==> config.mk <==
export PLATFORM = sky130hd
export DESIGN_NAME = rom_dump_sequencer
export DESIGN_NICKNAME = d
export VERILOG_FILES = /design/src/rtl/rom_dump_pkg.sv /design/src/rtl/rom_frame_serializer.sv /design/src/rtl/rom_dump_sequencer.sv
export SDC_FILE = /design/constraint.sdc
export NUM_CORES = 1
export LEC_CHECK = 0
export ABC_CLOCK_PERIOD_IN_PS = 2700
export BUFFER_PORTS_ARGS = -buffer_cell sky130_fd_sc_hd__clkbuf_2
export CAP_MARGIN = 20
export CELL_PAD_IN_SITES_DETAIL_PLACEMENT = 0
export CELL_PAD_IN_SITES_GLOBAL_PLACEMENT = 1
export CORE_UTILIZATION = 41
export DETAILED_ROUTE_END_ITERATION = 8
export PLACE_DENSITY = 0.83
export SYNTH_ARGS = -nofsm -noshare
export SYNTH_HDL_FRONTEND = slang
export SYNTH_SLANG_ARGS = --single-unit
export TNS_END_PERCENT = 1
==> constraint.sdc <==
create_clock -name clk -period 2.7 [get_ports clk]
set_clock_uncertainty 0.15 [all_clocks]
set_input_delay 0.27 -clock clk [delete_from_list [all_inputs] [get_ports clk]]
set_output_delay 0.27 -clock clk [all_outputs]
set_load 0.05 [all_outputs]
==> src/rtl/rom_dump_pkg.sv <==
// Shared constants, state encoding and frame helpers for the ROM dump sequencer.
package rom_dump_pkg;

    localparam logic [7:0]  FRAME_SYNC  = 8'hA5;
    localparam logic [3:0]  OP_READ     = 4'b1100;
    localparam logic [3:0]  OP_IDLE     = 4'b0000;
    localparam int unsigned FRAME_BYTES = 4;

    typedef enum logic [2:0] {
        StIdle,
        StSetup,
        StSample,
        StSend,
        StNext,
        StFinish
    } dump_state_e;

    // Byte idx of a 32-bit frame, MSB-first (idx 0 is the sync byte).
    function automatic logic [7:0] frame_byte(input logic [31:0] frame, input logic [1:0] idx);
        logic [7:0] b;
        case (idx)
            2'd0:    b = frame[31:24];
            2'd1:    b = frame[23:16];
            2'd2:    b = frame[15:8];
            default: b = frame[7:0];
        endcase
        return b;
    endfunction

endpackage

==> src/rtl/rom_frame_serializer.sv <==
// Holds one 4-byte frame and emits it MSB-first on a registered valid/ready port.
module rom_frame_serializer
    import rom_dump_pkg::*;
(
    input  logic        clk,
    input  logic        reset_n,
    input  logic        load,
    input  logic [31:0] frame,
    input  logic        tx_ready,
    output logic [7:0]  tx_data,
    output logic        tx_valid,
    output logic        last_accepted
);

    localparam logic [1:0] LAST_IDX = 2'(FRAME_BYTES - 1);

    logic [31:0] frame_q;
    logic [1:0]  idx_q;
    logic [1:0]  idx_next;
    logic        valid_q;
    logic [7:0]  data_q;
    logic        accept;

    // Handshake decode; the byte after an accepted one is staged from idx_next.
    always_comb begin
        accept        = valid_q && tx_ready;
        last_accepted = accept && (idx_q == LAST_IDX);
        idx_next      = idx_q + 2'd1;
    end

    // Frame storage and byte stepping; data only changes on load or accept.
    always_ff @(posedge clk) begin
        if (!reset_n) begin
            frame_q <= '0;
            idx_q   <= '0;
            valid_q <= 1'b0;
            data_q  <= '0;
        end else if (load) begin
            frame_q <= frame;
            idx_q   <= '0;
            valid_q <= 1'b1;
            data_q  <= frame_byte(frame, 2'd0);
        end else if (accept) begin
            if (idx_q == LAST_IDX) begin
                valid_q <= 1'b0;
            end else begin
                idx_q  <= idx_next;
                data_q <= frame_byte(frame_q, idx_next);
            end
        end
    end

    assign tx_data  = data_q;
    assign tx_valid = valid_q;

endmodule

==> src/rtl/rom_dump_sequencer.sv <==
// Sweeps every ROM address, waits the settle time, samples data and streams one frame per word.
module rom_dump_sequencer
    import rom_dump_pkg::*;
#(
    parameter int unsigned DATA_WIDTH    = 8,
    parameter int unsigned ADDRESS_WIDTH = 9,
    parameter int unsigned SETTLE_CYCLES = 16
) (
    input  logic                     clk,
    input  logic                     reset_n,
    input  logic                     start,
    input  logic                     abort,
    input  logic [DATA_WIDTH-1:0]    data_line_in,
    input  logic                     tx_ready,
    output logic [ADDRESS_WIDTH-1:0] address_line,
    output logic [3:0]               operation,
    output logic [7:0]               tx_data,
    output logic                     tx_valid,
    output logic                     busy,
    output logic                     done,
    output logic                     aborted
);

    localparam int unsigned CNT_W = (SETTLE_CYCLES > 1) ? $clog2(SETTLE_CYCLES) : 1;
    localparam logic [CNT_W-1:0] SETTLE_LOAD = CNT_W'(SETTLE_CYCLES - 1);
    localparam logic [ADDRESS_WIDTH-1:0] ADDR_MAX = '1;

    dump_state_e              state_q, state_d;
    logic [ADDRESS_WIDTH-1:0] addr_q;
    logic [CNT_W-1:0]         settle_q;
    logic                     abort_q;
    logic [3:0]               op_q;
    logic                     busy_q;
    logic                     done_q;
    logic                     aborted_q;
    logic                     load;
    logic                     last_accepted;
    logic [31:0]              frame;

    // Frame assembled straight from the pins so SAMPLE captures in a single cycle.
    assign frame = {FRAME_SYNC, 16'(addr_q), 8'(data_line_in)};

    // Next-state decode; the serializer load strobe is issued from SAMPLE.
    always_comb begin
        state_d = state_q;
        load    = 1'b0;
        unique case (state_q)
            StIdle:   if (start) state_d = StSetup;
            StSetup:  if (settle_q == '0) state_d = StSample;
            StSample: begin
                load    = 1'b1;
                state_d = StSend;
            end
            StSend:   if (last_accepted) state_d = StNext;
            StNext:   state_d = (abort_q || addr_q == ADDR_MAX) ? StFinish : StSetup;
            StFinish: state_d = StIdle;
            default:  state_d = StIdle;
        endcase
    end

    // State, counters and registered outputs; outputs follow state_d so they align with the state.
    always_ff @(posedge clk) begin
        if (!reset_n) begin
            state_q   <= StIdle;
            addr_q    <= '0;
            settle_q  <= '0;
            abort_q   <= 1'b0;
            op_q      <= OP_IDLE;
            busy_q    <= 1'b0;
            done_q    <= 1'b0;
            aborted_q <= 1'b0;
        end else begin
            state_q <= state_d;
            busy_q  <= (state_d != StIdle);
            done_q  <= (state_d == StFinish);
            op_q    <= (state_d == StIdle) ? OP_IDLE : OP_READ;

            if (state_d == StSetup && state_q != StSetup) begin
                settle_q <= SETTLE_LOAD;
            end else if (state_q == StSetup && settle_q != '0) begin
                settle_q <= settle_q - 1'b1;
            end

            if (state_d == StIdle) begin
                addr_q <= '0;
            end else if (state_q == StNext && state_d == StSetup) begin
                addr_q <= addr_q + 1'b1;
            end

            // A start in IDLE wins over a simultaneous abort.
            if (state_q == StIdle) begin
                if (start) begin
                    abort_q   <= 1'b0;
                    aborted_q <= 1'b0;
                end
            end else if (abort) begin
                abort_q <= 1'b1;
            end

            if (state_d == StFinish) begin
                aborted_q <= abort_q;
            end
        end
    end

    rom_frame_serializer u_serializer (
        .clk           (clk),
        .reset_n       (reset_n),
        .load          (load),
        .frame         (frame),
        .tx_ready      (tx_ready),
        .tx_data       (tx_data),
        .tx_valid      (tx_valid),
        .last_accepted (last_accepted)
    );

    assign address_line = addr_q;
    assign operation    = op_q;
    assign busy         = busy_q;
    assign done         = done_q;
    assign aborted      = aborted_q;

endmodule

==> impl_metrics.ini, run 1 <==
[critical_path]
rrSetupSlack_ns = 0.47
critPathArrivalTime_ns = 2.31
r2r-start = address_line[0]$_SDFFE_PP0P_
r2r_end = address_line[2]$_SDFFE_PP0P_
critPathCaptureType = flip-flop
path_class = reg -> reg
critical_path_required_ns = 2.78
ff2ff_path_depth = 7
cp_max_fo = 7
cp-start-kind = flip-flop

[place]
detailed_place_hpwl_um = 3630
gp_congestion = 0.8314
dp.cells = 367
port_buffers = 35

[global_routing]
grt_max_degree = 21
antenna_found_initial = 0
groute.usage.overall_pct = 18.80
grt_pass1_vias = 1984
grt_overflow = 0
grt_pass1_wl_um = 9073

[worst_hold_path]
hold_path_class = in -> reg
hold_end = u_serializer.frame_q[1]$_SDFFE_PN0P_
whs_path_depth = 3
worstHoldStart = data_line_in[1]

[yosys]
synthTopCellsByArea = dfxtp_1 43%, a21oi_1 8.1%, nand2_1 7.7%, ha_1 4.4%, o21ai_0 2.8%
synth_area_um2 = 2292
avgSynthCellArea_um2 = 8.128
synth_compound_area_share_pct = 18.72
yosys_warnings = 0
synth-simple-area-share_pct = 24.95
synthMuxAreaShare_pct = 1.310
synth_top_family_by_area = simple AND/OR/NAND/NOR gates
synth_top_area_share_pct = 42.79
yosys.area_share.adder_pct = 4.367
synth.distinct_cells = 43
syn_inst = 282
synth-seq-cells = 49
synth-xor-area-share_pct = 0
synth_largest_area_cell = dfxtp_1
ys_seq_area_share_pct = 42.79

[timing]
grt_setup_unrepaired = false
finalSetupViolCount = 0
max_freq_ghz = 0.4487
tightest_slew_ns = 0.6132
finalCriticalPeriod_ns = 2.229
drv_slew = 0
hold_viol = 0
period_share_pct = 82.55
setup_tns_ns = 0
slew_headroom_pct = 58.94

[routing]
drtPass1Iterations = 4
drt_iter0_drc = 122
ant_nets = 0
drc = 0
dr_total_vias = 2003
finalWirelength_um = 4987
vias_per_cell = 5.341
wl_per_cell_um = 13.30

[floorplanning]
num_io_pins = 38
initial_core_util_pct = 43.76
core_um2 = 5238
die-area_um2 = 5894
dieHeight_um = 76.77
rows = 26
die_w_um = 76.77

[clock_network]
clock-sinks = 49
h-tree-depth = 2
clkLatencyLatePin_ns = 0.30
root_buffer = clkbuf_8
clock_path_buffers = 2
cts-hold-fix-buffers = 0
cts_setup_buffers = 0
cts_resized = 0
clk_pin_slew_ns = 0.09
cts_tree = yes
cts_made_buffers = 5

[finish]
synthToLayoutAreaGrowth_pct = 13.59
layout.cells.non_filler = 375
nFillCells = 558
fin_nets = 325
drive_gt1_share_pct = 16.72
final_cell_mix = 49 x dfxtp_1, 47 x nand2_1, 37 x a21oi_1, 35 x clkbuf_2, 16 x inv_1
diodes = 0
final_common_cell = dfxtp_1

[run_status]
outcome = complete, no violations

[power_and_ir_drop]
cellPowerDensity_nw_per_um2 = 673.7
leakagePower_uw = 0.0009648
vdd_drop_max_mv = 0.2836

[flow_run]
max-cap-violations = 0
==> cells by family (layout without fill, tap and decap cells) <==
| logic type | count (synthesis) | in the layout |
|---|---|---|
| buffers and inverters | 39 | 61 |
| AO/OA/AOI/OAI | 72 | 72 |
| adder cells (fa/ha/maj) | 8 | 8 |
| other | 1 | 2 |
| multiplexers | 3 | 3 |
| flip-flops | 49 | 49 |
| AND/OR/NAND/NOR | 110 | 110 |
==> sequential cells by signal, indices dropped and copies added, names as in the netlist <==
signal / cells
u_serializer.frame_q: 18
address_line: 9
u_serializer.tx_data: 8
settle_q: 4
state_q: 3
u_serializer.idx_q: 2
abort_q: 1
aborted: 1
done: 1
operation: 1
u_serializer.tx_valid: 1
==> layout make-up <==
type	instances	area [um2]	share of cell area (%)
multi-input combinational	195	1139	43.73
sequential	49	980.9	37.67
timing repair buffer	37	202.7	7.785
tap	70	87.58	3.364
clock buffer	5	68.82	2.643
clock inverter	3	65.06	2.499
inverter	16	60.06	2.307
==> critical path, cell delays in order (launching register included) <==
cell	delay, ns
dfxtp_1	0.37
ha_1	0.24
nand2_1	0.09
nor3_1	0.06
ha_1	0.23
or3b_1	0.45
or4_1	0.42
a21oi_1	0.14
==> through the flow <==
step	setup slack, ns	power [uW]	cell area, um2	hold WS (ns)	utilization [%]
after floorplan	0.3260	1089	2296	0.2560	-
after global placement	0.5464	1151	2470	0.2942	47.16
after detailed placement	0.4983	1158	2470	0.2960	47.16
after CTS	0.4693	1768	2604	0.01961	49.71
after global routing	0.2632	1845	2604	0.03662	49.71
final	0.4711	1754	2604	0.02576	49.71
==> worst max-delay path by stage <==
stage                     cells after the start                         start                           end  slack (ns)
after floorplan                               8  address_line[0]$_SDFFE_PP0P_  address_line[2]$_SDFFE_PP0P_        0.33
after global placement                        7  address_line[0]$_SDFFE_PP0P_  address_line[2]$_SDFFE_PP0P_        0.55
after detailed placement                      7  address_line[0]$_SDFFE_PP0P_  address_line[2]$_SDFFE_PP0P_        0.50
after CTS                                     7  address_line[0]$_SDFFE_PP0P_  address_line[2]$_SDFFE_PP0P_        0.47
after global routing                          7  address_line[0]$_SDFFE_PP0P_      settle_q[2]$_SDFFE_PN0P_        0.26
final                                         7  address_line[0]$_SDFFE_PP0P_  address_line[2]$_SDFFE_PP0P_        0.47
==> report_power, final <==
group	switching, uW	internal (uW)
combinational	214	111
sequential	49.1	766
clock	246	368
total	510	1240
==> per-layer routing <==
| layer | routed length [um] | global-route usage (%) | part of all wire [%] | up-vias |
|---|---|---|---|---|
| li1 | - | - | - | 1035 |
| met3 | 173 | 4.048 | 3.5 | 6 |
| met1 | 2461 | 24.67 | 49 | 927 |
| met2 | 2289 | 30.45 | 46 | 35 |
| met4 | 62 | 6.154 | 1.2 | 0 |
| met5 | 0 | 0 | 0 | - |
==> synth_stat cells (all sizes together) <==
cell type and n:
dfxtp 49, nor3b 6, nor2b 6, or4 4, nand2 47, o2111ai 1, a221oi 4, or3b 4
or3 3, o32a 1, nor2 10, a31oi 4, conb 1, a22oi 2, o21ai 14, o211ai 1
nor3 9, buf 13, and3b 1, mux2i 3, nor4 2, nand4b 2, nand4 7, inv 16
o31ai 2, a21oi 37, a221o 4, nand2b 1, o41ai 1, clkbuf 10, or2 1, nand3 5
o221ai 1, ha 8, nand3b 2
Power figures use the tool's default switching activity.
==> inputs of run 2 (changes only) <==
--- a/config.mk
+++ b/config.mk
@@ -5,14 +5,15 @@
 export SDC_FILE = /design/constraint.sdc
 export NUM_CORES = 1
 export LEC_CHECK = 0
-export ABC_CLOCK_PERIOD_IN_PS = 2700
+export ABC_AREA = 1
+export ABC_CLOCK_PERIOD_IN_PS = 2000
 export BUFFER_PORTS_ARGS = -buffer_cell sky130_fd_sc_hd__clkbuf_2
 export CAP_MARGIN = 20
 export CELL_PAD_IN_SITES_DETAIL_PLACEMENT = 0
 export CELL_PAD_IN_SITES_GLOBAL_PLACEMENT = 1
-export CORE_UTILIZATION = 41
+export CORE_UTILIZATION = 37
 export DETAILED_ROUTE_END_ITERATION = 8
-export PLACE_DENSITY = 0.83
+export PLACE_DENSITY = 0.79
 export SYNTH_ARGS = -nofsm -noshare
 export SYNTH_HDL_FRONTEND = slang
 export SYNTH_SLANG_ARGS = --single-unit
==> constraint.sdc (replaced) <==
create_clock -name clk -period 2 [get_ports clk]
set_clock_uncertainty 0.15 [all_clocks]
set_input_delay 0.2 -clock clk [delete_from_list [all_inputs] [get_ports clk]]
set_output_delay 0.2 -clock clk [all_outputs]
set_load 0.05 [all_outputs]
==> run 2 against run 1 <==
The flow now finishes with violations (negative setup slack). Setup slack got worse by 0.49 ns. First-iteration DRC count decreased by 26%. Routed wire length increased by 13%. Fmax increased by 11%. Core utilization increased by 0.56 points. Total power increased by 74%. Critical path depth increased by 6. Critical path type unchanged. Critical endpoint is now address_line[6]$_SDFFE_PP0P_. Highest routed layer unchanged.
==> impl_metrics.ini, run 2 <==
[timing]
max_freq_ghz = 0.4960
grt_setup_unrepaired = true
finalCriticalPeriod_ns = 2.016
finalSetupViolCount = 4
finalWorstSetupSlack_ns = -0.01607
hold_viol = 0
period_share_pct = 100.8
drv_slew = 0

[yosys]
synth_top_family_by_area = simple AND/OR/NAND/NOR gates
synth_edf_count = 0
synth-simple-area-share_pct = 29.83
yosys_warnings = 0
synth_ff_type = dfxtp_1
synth_top_area_share_pct = 42.22
synth-xor-area-share_pct = 2.639
synth_compound_area_share_pct = 14.00
synth-seq-cells = 49
synth_area_um2 = 2323
ys_seq_area_share_pct = 42.22
yosys.cell_count.top_type = nand2_1
yosys.area_share.adder_pct = 4.308
avgSynthCellArea_um2 = 7.745
syn_inst = 300
synthArstFlopShare_pct = 0
synth_common_cells = 63 x nand2_1, 49 x dfxtp_1, 42 x a21oi_1
synth.distinct_cells = 33
synth_largest_area_cell = dfxtp_1
synthMuxAreaShare_pct = 0
synthTopCellsByArea = dfxtp_1 42%, nand2_1 10%, a21oi_1 9.0%, nand3_1 6.7%, ha_1 4.3%

[critical_path]
path_class = reg -> reg
critical_path_required_ns = 2.06
critPathArrivalTime_ns = 2.07
critPathCaptureType = flip-flop
cp-start-kind = flip-flop
crit_top_cell = nor2_4
crit_chain = ha_4 > nand2_4 > nor2_4 > nand2_2 > nor2_2 > ha_2 > nor2_4 > nor2_4 > nor2_4 > nor2_4 > nor3_4 > clkbuf_16 > a21oi_2
max_stage_delay_ns = 0.36
slowest_stage = dfxtp_4
cp_max_fo = 4

[power_and_ir_drop]
intPower_uw = 1783
cellPowerDensity_nw_per_um2 = 1012
power.switching_uw = 1265
leakagePower_uw = 0.001248
vdd_drop_max_mv = 0.6467
sw_frac_of_total_pct = 41.51
pwr-share-comb_pct = 40.7
clockPowerShare_pct = 20.3
pwr-share-seq_pct = 39.0

[finish]
nFillCells = 617
fin_nets = 380
final_cell_mix = 60 x nand2_1, 43 x dfxtp_1, 35 x a21oi_1, 35 x clkbuf_2, 31 x nand3_1
drive_gt1_share_pct = 30.00
diodes = 0
final_common_cell = nand2_1
synthToLayoutAreaGrowth_pct = 29.62
top_register = u_serializer.frame_q
final_cell_area_um2 = 3012
fin_util_pct = 50.27
largest_reg_flops = 18
layout.cells.non_filler = 435

[global_routing]
antenna_found_initial = 0
grt_pass1_wl_um = 9163
grt_pass1_vias = 1904
grt_overflow = 0
groute.usage.overall_pct = 18.46
grt_max_degree = 25

[clock_network]
cts_tree = yes
clock_path_buffers = 2
cts_made_buffers = 5
clock-sinks = 49
root_buffer = clkbuf_8
clkLatencyLatePin_ns = 0.31
h-tree-depth = 2
clk_pin_slew_ns = 0.10

[place]
gp_congestion = 0.7770
detailed_place_hpwl_um = 3967
dp.cells = 414
placed_cell_area_um2 = 2706
port_buffers = 35

[routing]
wl_per_cell_um = 12.93
drtPass1Iterations = 4
dr_total_vias = 2193
drc = 0
drt_iter0_drc = 90
ant_nets = 0
finalWirelength_um = 5625
vias_per_cell = 5.041

[floorplanning]
num_io_pins = 38
die_w_um = 81.25
rows = 28
dieHeight_um = 81.25
die-area_um2 = 6601
core_um2 = 5991
initial_core_util_pct = 38.78

[worst_hold_path]
hold_path_class = in -> reg

[run_status]
outcome = finished, violations left
violations = negative setup slack

[flow_run]
max-cap-violations = 0
-- run 2: final timing paths --
path / slack [ns] / depth (start not counted) / endpoint / from
setup / recovery: -0.02 / 13 / address_line[6]$_SDFFE_PP0P_ / address_line[1]$_SDFFE_PP0P_
setup reg to reg: -0.02 / 13 / address_line[6]$_SDFFE_PP0P_ / address_line[1]$_SDFFE_PP0P_
hold / removal: 0.004 / 3 / abort_q$_SDFFE_PN0P_ / abort
hold reg to reg: 0.32 / 2 / u_serializer.frame_q[24]$_SDFFE_PN0P_ / u_serializer.frame_q[24]$_SDFFE_PN0P_
-- run 2: layout make-up --
class | count | area (um2) | share of cell area [%]
tap | 75 | 93.84 | 3.116
clock inverter | 3 | 23.77 | 0.7894
inverter | 20 | 75.07 | 2.493
sequential | 49 | 993.5 | 32.99
timing repair buffer | 67 | 469.2 | 15.58
clock buffer | 5 | 68.82 | 2.285
multi-input combinational | 216 | 1287 | 42.75
-- run 2: power by group through the flow --
stage | Clock (uW) | Sequential [uW] | Combinational [uW]
floorplan | 0 | 1330 | 736
global placement | 0 | 1200 | 1140
detailed placement | 0 | 1210 | 1140
CTS | 636 | 1190 | 1160
global route | 677 | 1210 | 1370
finish | 619 | 1190 | 1240
-- run 2: cell families after synthesis --
group / after synthesis
AND/OR/NAND/NOR: 139
AO/OA/AOI/OAI: 60
flip-flops: 49
buffers and inverters: 36
adder cells (fa/ha/maj): 8
XOR/XNOR: 7
other: 1
-- run 2: worst max-delay path: cells and delay by family (launching register included) --
family	cells	cell delay [ns]
buffers and inverters	1	0.20
AND/OR/NAND/NOR	9	0.82
AO/OA/AOI/OAI	1	0.03
adder cells (fa/ha/maj)	2	0.34
flip-flops	1	0.36
-- run 2: metrics by stage --
step | hold WS, ns | TNS, ns | power, uW | setup WS (ns)
6_report | 0.003670 | -0.05530 | 3048 | -0.01607
4_1_cts | 0.003676 | 0 | 2987 | 0.008908
5_1_grt | 0.03402 | -1.080 | 3252 | -0.1298
3_3_place_gp | 0.2900 | 0 | 2348 | 0.03716
2_1_floorplan | 0.2151 | 0 | 2065 | 0.03131
3_5_place_dp | 0.3075 | -0.04639 | 2354 | -0.008412
-- run 2: what timing repair did --
action / CTS / global route
setup buffers: 0 / 4
gates resized for setup: 3 / 17
gates cloned: 0 / 1
endpoints found under the hold margin: 8 / 0
pin swaps: 1 / 11
hold buffers: 8 / 0
endpoints found under the setup margin: 9 / 13
-- run 2: layer usage --
metal / up-vias / track usage (%) / wire, um
met2: 33 / 26.22 / 2506
met1: 1021 / 27.24 / 2877
met4: 0 / 7.500 / 90
li1: 1131 / - / -
met3: 8 / 3.034 / 151
met5: - / 0 / 0
